[config.mk]
export PLATFORM = sky130hd
export DESIGN_NAME = da_mac_seq_flat
export DESIGN_NICKNAME = d
export VERILOG_FILES = /design/src/rtl/da_mac_seq_if.sv /design/src/rtl/da_mac_seq.sv /design/src/flat_wrapper.sv
export SDC_FILE = /design/constraint.sdc
export NUM_CORES = 1
export LEC_CHECK = 0
export ABC_AREA = 0
export CAP_MARGIN = 20
export CORE_MARGIN = 3
export CORE_UTILIZATION = 44
export DETAILED_ROUTE_END_ITERATION = 7
export GPL_TIMING_DRIVEN = 0
export PLACE_DENSITY = 0.75
export SLEW_MARGIN = 10
export SYNTH_ARGS = -nofsm -noshare
export SYNTH_HDL_FRONTEND = slang
export SYNTH_SLANG_ARGS = --single-unit
[constraint.sdc]
create_clock -name clk -period 1.4 [get_ports clk]
set_input_delay 0.42 -clock clk [delete_from_list [all_inputs] [get_ports clk]]
set_output_delay 0.42 -clock clk [all_outputs]
set_load 0.03 [all_outputs]
[src/rtl/da_mac_seq_if.sv]
// Handshake and datapath-control bundle between the DA sequencer, its
// sample source / result sink, and the pre-adder/LUT/accumulator datapath.
// master: the sequencer side. slave: the source/sink/datapath side.
interface da_mac_seq_if #(
   parameter int CNT_W = 4
);
   logic             in_valid;
   logic             in_ready;
   logic             load;
   logic             shift_en;
   logic [CNT_W-1:0] bit_idx;
   logic             acc_clr;
   logic             acc_en;
   logic             acc_sub;
   logic             out_valid;
   logic             out_ready;
   logic             busy;

   modport master (
      input  in_valid, out_ready,
      output in_ready, load, shift_en, bit_idx, acc_clr, acc_en, acc_sub,
             out_valid, busy
   );

   modport slave (
      output in_valid, out_ready,
      input  in_ready, load, shift_en, bit_idx, acc_clr, acc_en, acc_sub,
             out_valid, busy
   );
endinterface

[src/rtl/da_mac_seq.sv]
// Sequencer for a bit-serial distributed-arithmetic multiplier.
// Accepts a sample set (valid/ready), strobes the pre-adder capture, waits
// PIPE_LAT cycles, steps the LUT/accumulator through DSIZE+1 bits LSB first
// (sign bit subtracted), then holds the result valid until the sink takes it.
// Optional macro DA_BACK2BACK_EN: accept the next sample set on the same
// edge the result is consumed, skipping the IDLE cycle.
module da_mac_seq #(
   parameter int DSIZE    = 10,
   parameter int PIPE_LAT = 1,
   parameter int CNT_W    = 4
) (
   input logic          clk,
   input logic          rst_n,
   da_mac_seq_if.master bus
);

   localparam int NB = DSIZE + 1;

   if (((2 ** CNT_W) < NB) || (PIPE_LAT < 0) || (PIPE_LAT > (2 ** CNT_W) - 1)) begin : g_param_err
      $error("da_mac_seq: illegal parameters (need 2**CNT_W >= DSIZE+1 and 0 <= PIPE_LAT <= 2**CNT_W-1)");
   end

   localparam logic [CNT_W-1:0] LAST_BIT = CNT_W'(NB - 1);
   localparam logic [CNT_W-1:0] LAST_LAT = CNT_W'((PIPE_LAT > 0) ? PIPE_LAT - 1 : 0);

   typedef enum logic [1:0] {
      IDLE,
      WAIT,
      RUN,
      DONE
   } state_t;

   state_t           state_q, state_d;
   logic [CNT_W-1:0] lat_q, lat_d;
   logic [CNT_W-1:0] bit_q, bit_d;
   logic             rdy;
   logic             accept;

   // State and counter registers
   always_ff @(posedge clk or negedge rst_n) begin
      if (!rst_n) begin
         state_q <= IDLE;
         lat_q   <= '0;
         bit_q   <= '0;
      end else begin
         state_q <= state_d;
         lat_q   <= lat_d;
         bit_q   <= bit_d;
      end
   end

   // Input-side handshake: ready depends only on state (and out_ready in DONE)
   always_comb begin
      rdy = 1'b0;
      case (state_q)
         IDLE:    rdy = 1'b1;
`ifdef DA_BACK2BACK_EN
         DONE:    rdy = bus.out_ready;
`endif
         default: rdy = 1'b0;
      endcase
      accept       = bus.in_valid & rdy;
      bus.in_ready = rdy;
      bus.load     = accept;
   end

   // Next-state and counter update
   always_comb begin
      state_d = state_q;
      lat_d   = lat_q;
      bit_d   = bit_q;
      case (state_q)
         IDLE: begin
            if (accept) begin
               if (PIPE_LAT > 0) begin
                  state_d = WAIT;
                  lat_d   = '0;
               end else begin
                  state_d = RUN;
                  bit_d   = '0;
               end
            end
         end
         WAIT: begin
            if (lat_q == LAST_LAT) begin
               state_d = RUN;
               lat_d   = '0;
               bit_d   = '0;
            end else begin
               lat_d = lat_q + 1'b1;
            end
         end
         RUN: begin
            if (bit_q == LAST_BIT) begin
               state_d = DONE;
               bit_d   = '0;
            end else begin
               bit_d = bit_q + 1'b1;
            end
         end
         DONE: begin
            // A same-edge accept takes priority over returning to IDLE;
            // it can only happen when out_ready is also high.
            if (accept) begin
               if (PIPE_LAT > 0) begin
                  state_d = WAIT;
                  lat_d   = '0;
               end else begin
                  state_d = RUN;
                  bit_d   = '0;
               end
            end else if (bus.out_ready) begin
               state_d = IDLE;
            end
         end
         default: state_d = IDLE;
      endcase
   end

   // Moore decodes of registered state and bit counter
   always_comb begin
      bus.shift_en  = 1'b0;
      bus.acc_en    = 1'b0;
      bus.acc_clr   = 1'b0;
      bus.acc_sub   = 1'b0;
      bus.out_valid = 1'b0;
      bus.busy      = (state_q != IDLE);
      bus.bit_idx   = bit_q;
      if (state_q == RUN) begin
         bus.shift_en = 1'b1;
         bus.acc_en   = 1'b1;
         bus.acc_clr  = (bit_q == '0);
         bus.acc_sub  = (bit_q == LAST_BIT);
      end
      if (state_q == DONE) begin
         bus.out_valid = 1'b1;
      end
   end

endmodule

[src/flat_wrapper.sv]
// flat-port wrapper written by rule: the top's interface ports become plain ports
module da_mac_seq_flat 
#(
   parameter int DSIZE    = 10,
   parameter int PIPE_LAT = 1,
   parameter int CNT_W    = 4
)
  (clk, rst_n, bus_in_valid, bus_out_ready, bus_in_ready, bus_load, bus_shift_en, bus_bit_idx, bus_acc_clr, bus_acc_en, bus_acc_sub, bus_out_valid, bus_busy);
  da_mac_seq_if #(.CNT_W(CNT_W)) bus_i ();
  input logic clk;
  input logic rst_n;
  input wire logic [$bits(bus_i.in_valid)-1:0] bus_in_valid;
  input wire logic [$bits(bus_i.out_ready)-1:0] bus_out_ready;
  output wire logic [$bits(bus_i.in_ready)-1:0] bus_in_ready;
  output wire logic [$bits(bus_i.load)-1:0] bus_load;
  output wire logic [$bits(bus_i.shift_en)-1:0] bus_shift_en;
  output wire logic [$bits(bus_i.bit_idx)-1:0] bus_bit_idx;
  output wire logic [$bits(bus_i.acc_clr)-1:0] bus_acc_clr;
  output wire logic [$bits(bus_i.acc_en)-1:0] bus_acc_en;
  output wire logic [$bits(bus_i.acc_sub)-1:0] bus_acc_sub;
  output wire logic [$bits(bus_i.out_valid)-1:0] bus_out_valid;
  output wire logic [$bits(bus_i.busy)-1:0] bus_busy;
  assign bus_i.in_valid = bus_in_valid;
  assign bus_i.out_ready = bus_out_ready;
  assign bus_in_ready = bus_i.in_ready;
  assign bus_load = bus_i.load;
  assign bus_shift_en = bus_i.shift_en;
  assign bus_bit_idx = bus_i.bit_idx;
  assign bus_acc_clr = bus_i.acc_clr;
  assign bus_acc_en = bus_i.acc_en;
  assign bus_acc_sub = bus_i.acc_sub;
  assign bus_out_valid = bus_i.out_valid;
  assign bus_busy = bus_i.busy;
  da_mac_seq #(.DSIZE(DSIZE), .PIPE_LAT(PIPE_LAT), .CNT_W(CNT_W)) u_core (.clk(clk), .rst_n(rst_n), .bus(bus_i));
endmodule
# Word-level counts from Yosys, hierarchy flattened
# Index checks and enable logic that the tools add are counted.
# word_totals
regBits	10
inputBits	4
out_inout_bits	12
elab_cells	42
# op_classes
n_addsub	2
eq_ne	9
mux	17
n_bitwise	2
reduce_logical	9
# op_table
op	n
$mux W4	4
$pmux W4 S2	2
$mux W2	5
$add A4 B1 Y4 const B	2
$logic_not A4 Y1	2
$pmux W2 S4	1
$ne A2 B1 Y1 const B	3
$mux W1	5
$eq A2 B2 Y1 const B	2
$eq A4 B4 Y1 const B	1
$reduce_and A2 Y1	2
$reduce_and A4 Y1	1
$reduce_bool A2 Y1	2
$ne A3 B3 Y1 const B	1
$eq A2 B1 Y1 const B	1
$logic_not A2 Y1	1
$ne A2 B2 Y1 const B	1
$reduce_or A2 Y1	1
$and A1 B1 Y1	1
$not A1 Y1	1

# Depth between registers and ports, before layout
# depth
word_depth	5
ltp_mapped	6
mapped_depth_nobuf	6

# Worst setup path after synthesis
# Ideal clock, no wire load.
# synth_timing
path_kind	register to output
start	reg u_core.state_q[0]
end	out bus_acc_sub
arrival_ns	1.756
t_required_ns	0.980
path_slack_ns	-0.776
stages_incl_launch_ff	4
n_path_buf	0
path_cell_list	dfrtp_1 > inv_1 > ha_1 > nor3b_1
# synth_between
elab_chain_cells	2
# synth_lines
item	line_no	source
from (decl)	da_mac_seq.sv:33	state_t state_q, state_d;
from (signal assigned)	da_mac_seq.sv:46	state_q <= state_d;
$eq A2 B2 Y1	da_mac_seq.sv:129	if (state_q == RUN) begin
$mux W1	da_mac_seq.sv:129	
to (decl)	flat_wrapper.sv:20	output wire logic [$bits(bus_i.acc_sub)-1:0] bus_acc_sub;
# No other way between the ends.

# Final worst setup path
# Same ends and word-level chain as after synthesis.

==> qor.csv <==
stage,metric,value,unit
global_route,overflow,0,
yosys,syn_nets,93,
timing,hold_slack,479,ps
clock_tree,cts_buffers,3,
global_route,grt_pass1_wl,3060,um
routing,via_per_inst,5.62,
routing,vias,804,
yosys,synth_top_family_by_area,compound AO/OA/AOI/OAI gates,
routing,wl_per_cell,17.7,um
setup_path,timing.rr.start,u_core.state_q[1],
yosys,synthAdderAreaFrac,17.0,%
yosys,synth_compound_area_share,19.2,%
min_path,hold_path.class,in -> async,
routing,dr.pass1.iters,4,
floorplanning,dieArea,2200,um2
clock_tree,ctsLongestPathBuffers,2,
yosys,yosys.area.top_type,dfrtp_1,
global_route,grt_pass1_vias,679,
setup_path,reg2reg_slack,-240,ps
setup_path,worst_setup_path_start_kind,register,
timing,final.min_clock_period,1790,ps
cells_and_area,antenna_cells,0,
run_status,status,"complete, but fails checks",
placed_design,dp_hpwl,1130,um
clock_tree,clock_sinks,10,
yosys,synthMuxAreaShare,3.57,%
floorplanning,initial_core_util,47.8,%
cells_and_area,fin_util,90.3,%
power_and_ir_drop,ir_drop,0.00197,V
clock_tree,clockRootBuffer,clkbuf_4,
yosys,synth-seq-cells,10,
yosys,syn_inst,79,
yosys,synth_seq_area_share,34.0,%
setup_path,critical_path_arrival,1370,ps
timing,slew_violations,0,
floorplanning,ios,16,
yosys,synth_top_area_share,34.0,%
timing,grt_setup_unrepaired,true,
setup_path,critPathKind,reg -> out,
power_and_ir_drop,p_leak,0.654,nW
floorplanning,die_h,46.9,um
flow_run,maxCapViolations,0,
timing,fmax,0.558,GHz
yosys,synthTopCellsByArea,"dfrtp_1 34%, ha_1 17%, inv_1 5.1%, o21ai_4 4.4%, o21ai_1 3.4%",
run_status,violations,setup timing,
clock_tree,clk_pin_slew,80,ps
cells_and_area,area_delta_synth_final,89.0,%
placed_design,finalWeightedCongestion,0.728,
setup_path,worstPathRequired,980,ps
global_route,gr-usage-all-layers,20.0,%
power_and_ir_drop,power,3.77,mW
yosys,synth_cell_type_count,32,
timing,finalHoldViolCount,0,
floorplanning,rows,14,
timing,worst_slew_pin_slew,485,ps
floorplanning,die_w,46.9,um
clock_tree,cts_tree,built,
floorplanning,coreArea,1540,um2
yosys,avgSynthCellArea,9.33,um2
timing,timing.final.crit_share,128,%
cells_and_area,seq_area,256,um2
timing,setup_ws,-393,ps
cells_and_area,multi_input_area,623,um2
setup_path,reg2reg_depth,7,
clock_tree,h-tree-depth,1,
routing,routed_wl,2530,um
routing,drc,0,
setup_path,critPathCaptureType,primary output,
yosys,netlist_area,737,um2
placed_design,io_buffer_count,15,
timing,slew_headroom,67.6,%
yosys,yosys.area_share.xor_xnor,0,%
yosys,yosys.area_share.simple,19.0,%
cells_and_area,layout.cells.non_filler,143,
setup_path,crit_fanout,6,
cells_and_area,nNetsFinal,142,
global_route,antenna_found_initial,0,
cells_and_area,fin_area,1390,um2
routing,drtIter0Drc,28,
timing,fin_skew,5.16,ps
timing,setup_viol,17,
placed_design,dp.cells,110,
global_route,grt_max_degree,11,
setup_path,crit_start,u_core.state_q[0],
cells_and_area,nFillCells,59,
routing,antenna_left,0,
cells_and_area,drive_gt1_share,70.9,%
yosys,yosys_warnings,0,
placed_design,dpl_cell_area,948,um2
clock_tree,clock_latency,260,ps
power_and_ir_drop,power-per-cell-area,2710,nW/um2
==> per-layer routing <==
metal	wire length [um]	vias to the layer above	track usage, %
met4	33	0	9.94
met1	1040	382	22.5
li1	-	372	-
met2	1300	46	36.0
met3	159	4	3.45
met5	0	-	0
==> sequential cells by signal (all words and copies together) (netlist names) <==
signal / cells
u_core.state_q: 2
u_core.bus.bit_idx: 4
u_core.lat_q: 4
==> cells by family (layout without fill, tap and decap cells) <==
kind of cell / after synthesis / in the layout
flip-flops: 10 / 10
AND/OR/NAND/NOR: 25 / 25
buffers and inverters: 13 / 61
multiplexers: 2 / 2
AO/OA/AOI/OAI: 19 / 19
adder cells (fa/ha/maj): 10 / 10
==> Yosys cell counts <==
library cell and number:
o41ai_1 1, nor2b_1 1, o21ai_4 2, o22ai_1 1, o22a_1 1, nand2_2 1, a21oi_1 3, nor3b_1 1
buf_2 1, nand4_1 2, inv_2 1, nand3_1 2, and3_1 1, nor3_1 2, and4bb_2 1, nand2_1 5
nor2_1 5, buf_4 1, mux2_4 1, nor4_1 1, o31ai_1 2, inv_1 10, a22o_1 1, a211o_1 1
nor3b_2 1, o21ai_1 5, o21ai_0 1, ha_1 10, mux2_2 1, nand2b_1 2, a21boi_1 1, dfrtp_1 10
==> what timing repair did <==
item | in CTS | in global routing
resized for setup | 94 | 36
setup endpoints to repair | 21 | 21
hold buffers | 0 | 0
hold endpoints to repair | 0 | 0
buffers inserted | 16 | 17
pin swaps | 6 | 12
==> stage by stage <==
step | setup WS (ps) | TNS [ps]
floorplan | -289 | -1090
global placement | -751 | -6170
detailed placement | -739 | -6480
CTS | -371 | -3180
global route | -442 | -4140
finish | -393 | -3270
==> critical path, stage by stage, from the launching register on <==
cell     delay (ps)
dfrtp_1         400
inv_2           130
ha_4            200
nor3b_4         210
buf_6           160
==> final timing paths <==
kind	end
max	bus_acc_sub
min	u_core.state_q[0]
max reg2reg	u_core.state_q[1]
min reg2reg	u_core.bus.bit_idx[2]
max in group asynchronous	u_core.bus.bit_idx[3]
min in group clk	u_core.bus.bit_idx[2]
==> cells in the final DEF (no fill, tap or decap), types with 2 or more instances in the layout <==
master and count:
o21ai_4 2, o21ai_2 3, ha_1 3, inv_1 3, mux2_4 2, nand2_1 4
clkbuf_4 3, dfrtp_1 5, inv_4 2, o31ai_1 2, o21ai_1 3, buf_6 16
nand4_1 2, nor2_1 4, inv_2 6, nor3b_4 2, dfrtp_2 5, buf_2 3
buf_4 22, ha_4 7, clkdlybuf4s50_1 3, a21oi_2 2
==> where the power goes <==
part / internal (mW) / total (mW) / leakage (nW) / switching, mW
Clock: 0.158 / 0.270 / 0.0210 / 0.112
Sequential: 0.376 / 0.470 / 0.126 / 0.0932
Combinational: 1.60 / 3.03 / 0.507 / 1.44
==> cell type report <==
type	count	area share, %
multi-input combinational	56	44.7
timing repair buffer	44	27.6
sequential	10	18.4
inverter	11	3.32
clock buffer	4	2.61
buffer	2	1.89
tap	16	1.44
No activity file was read; power rests on OpenSTA's default activity.
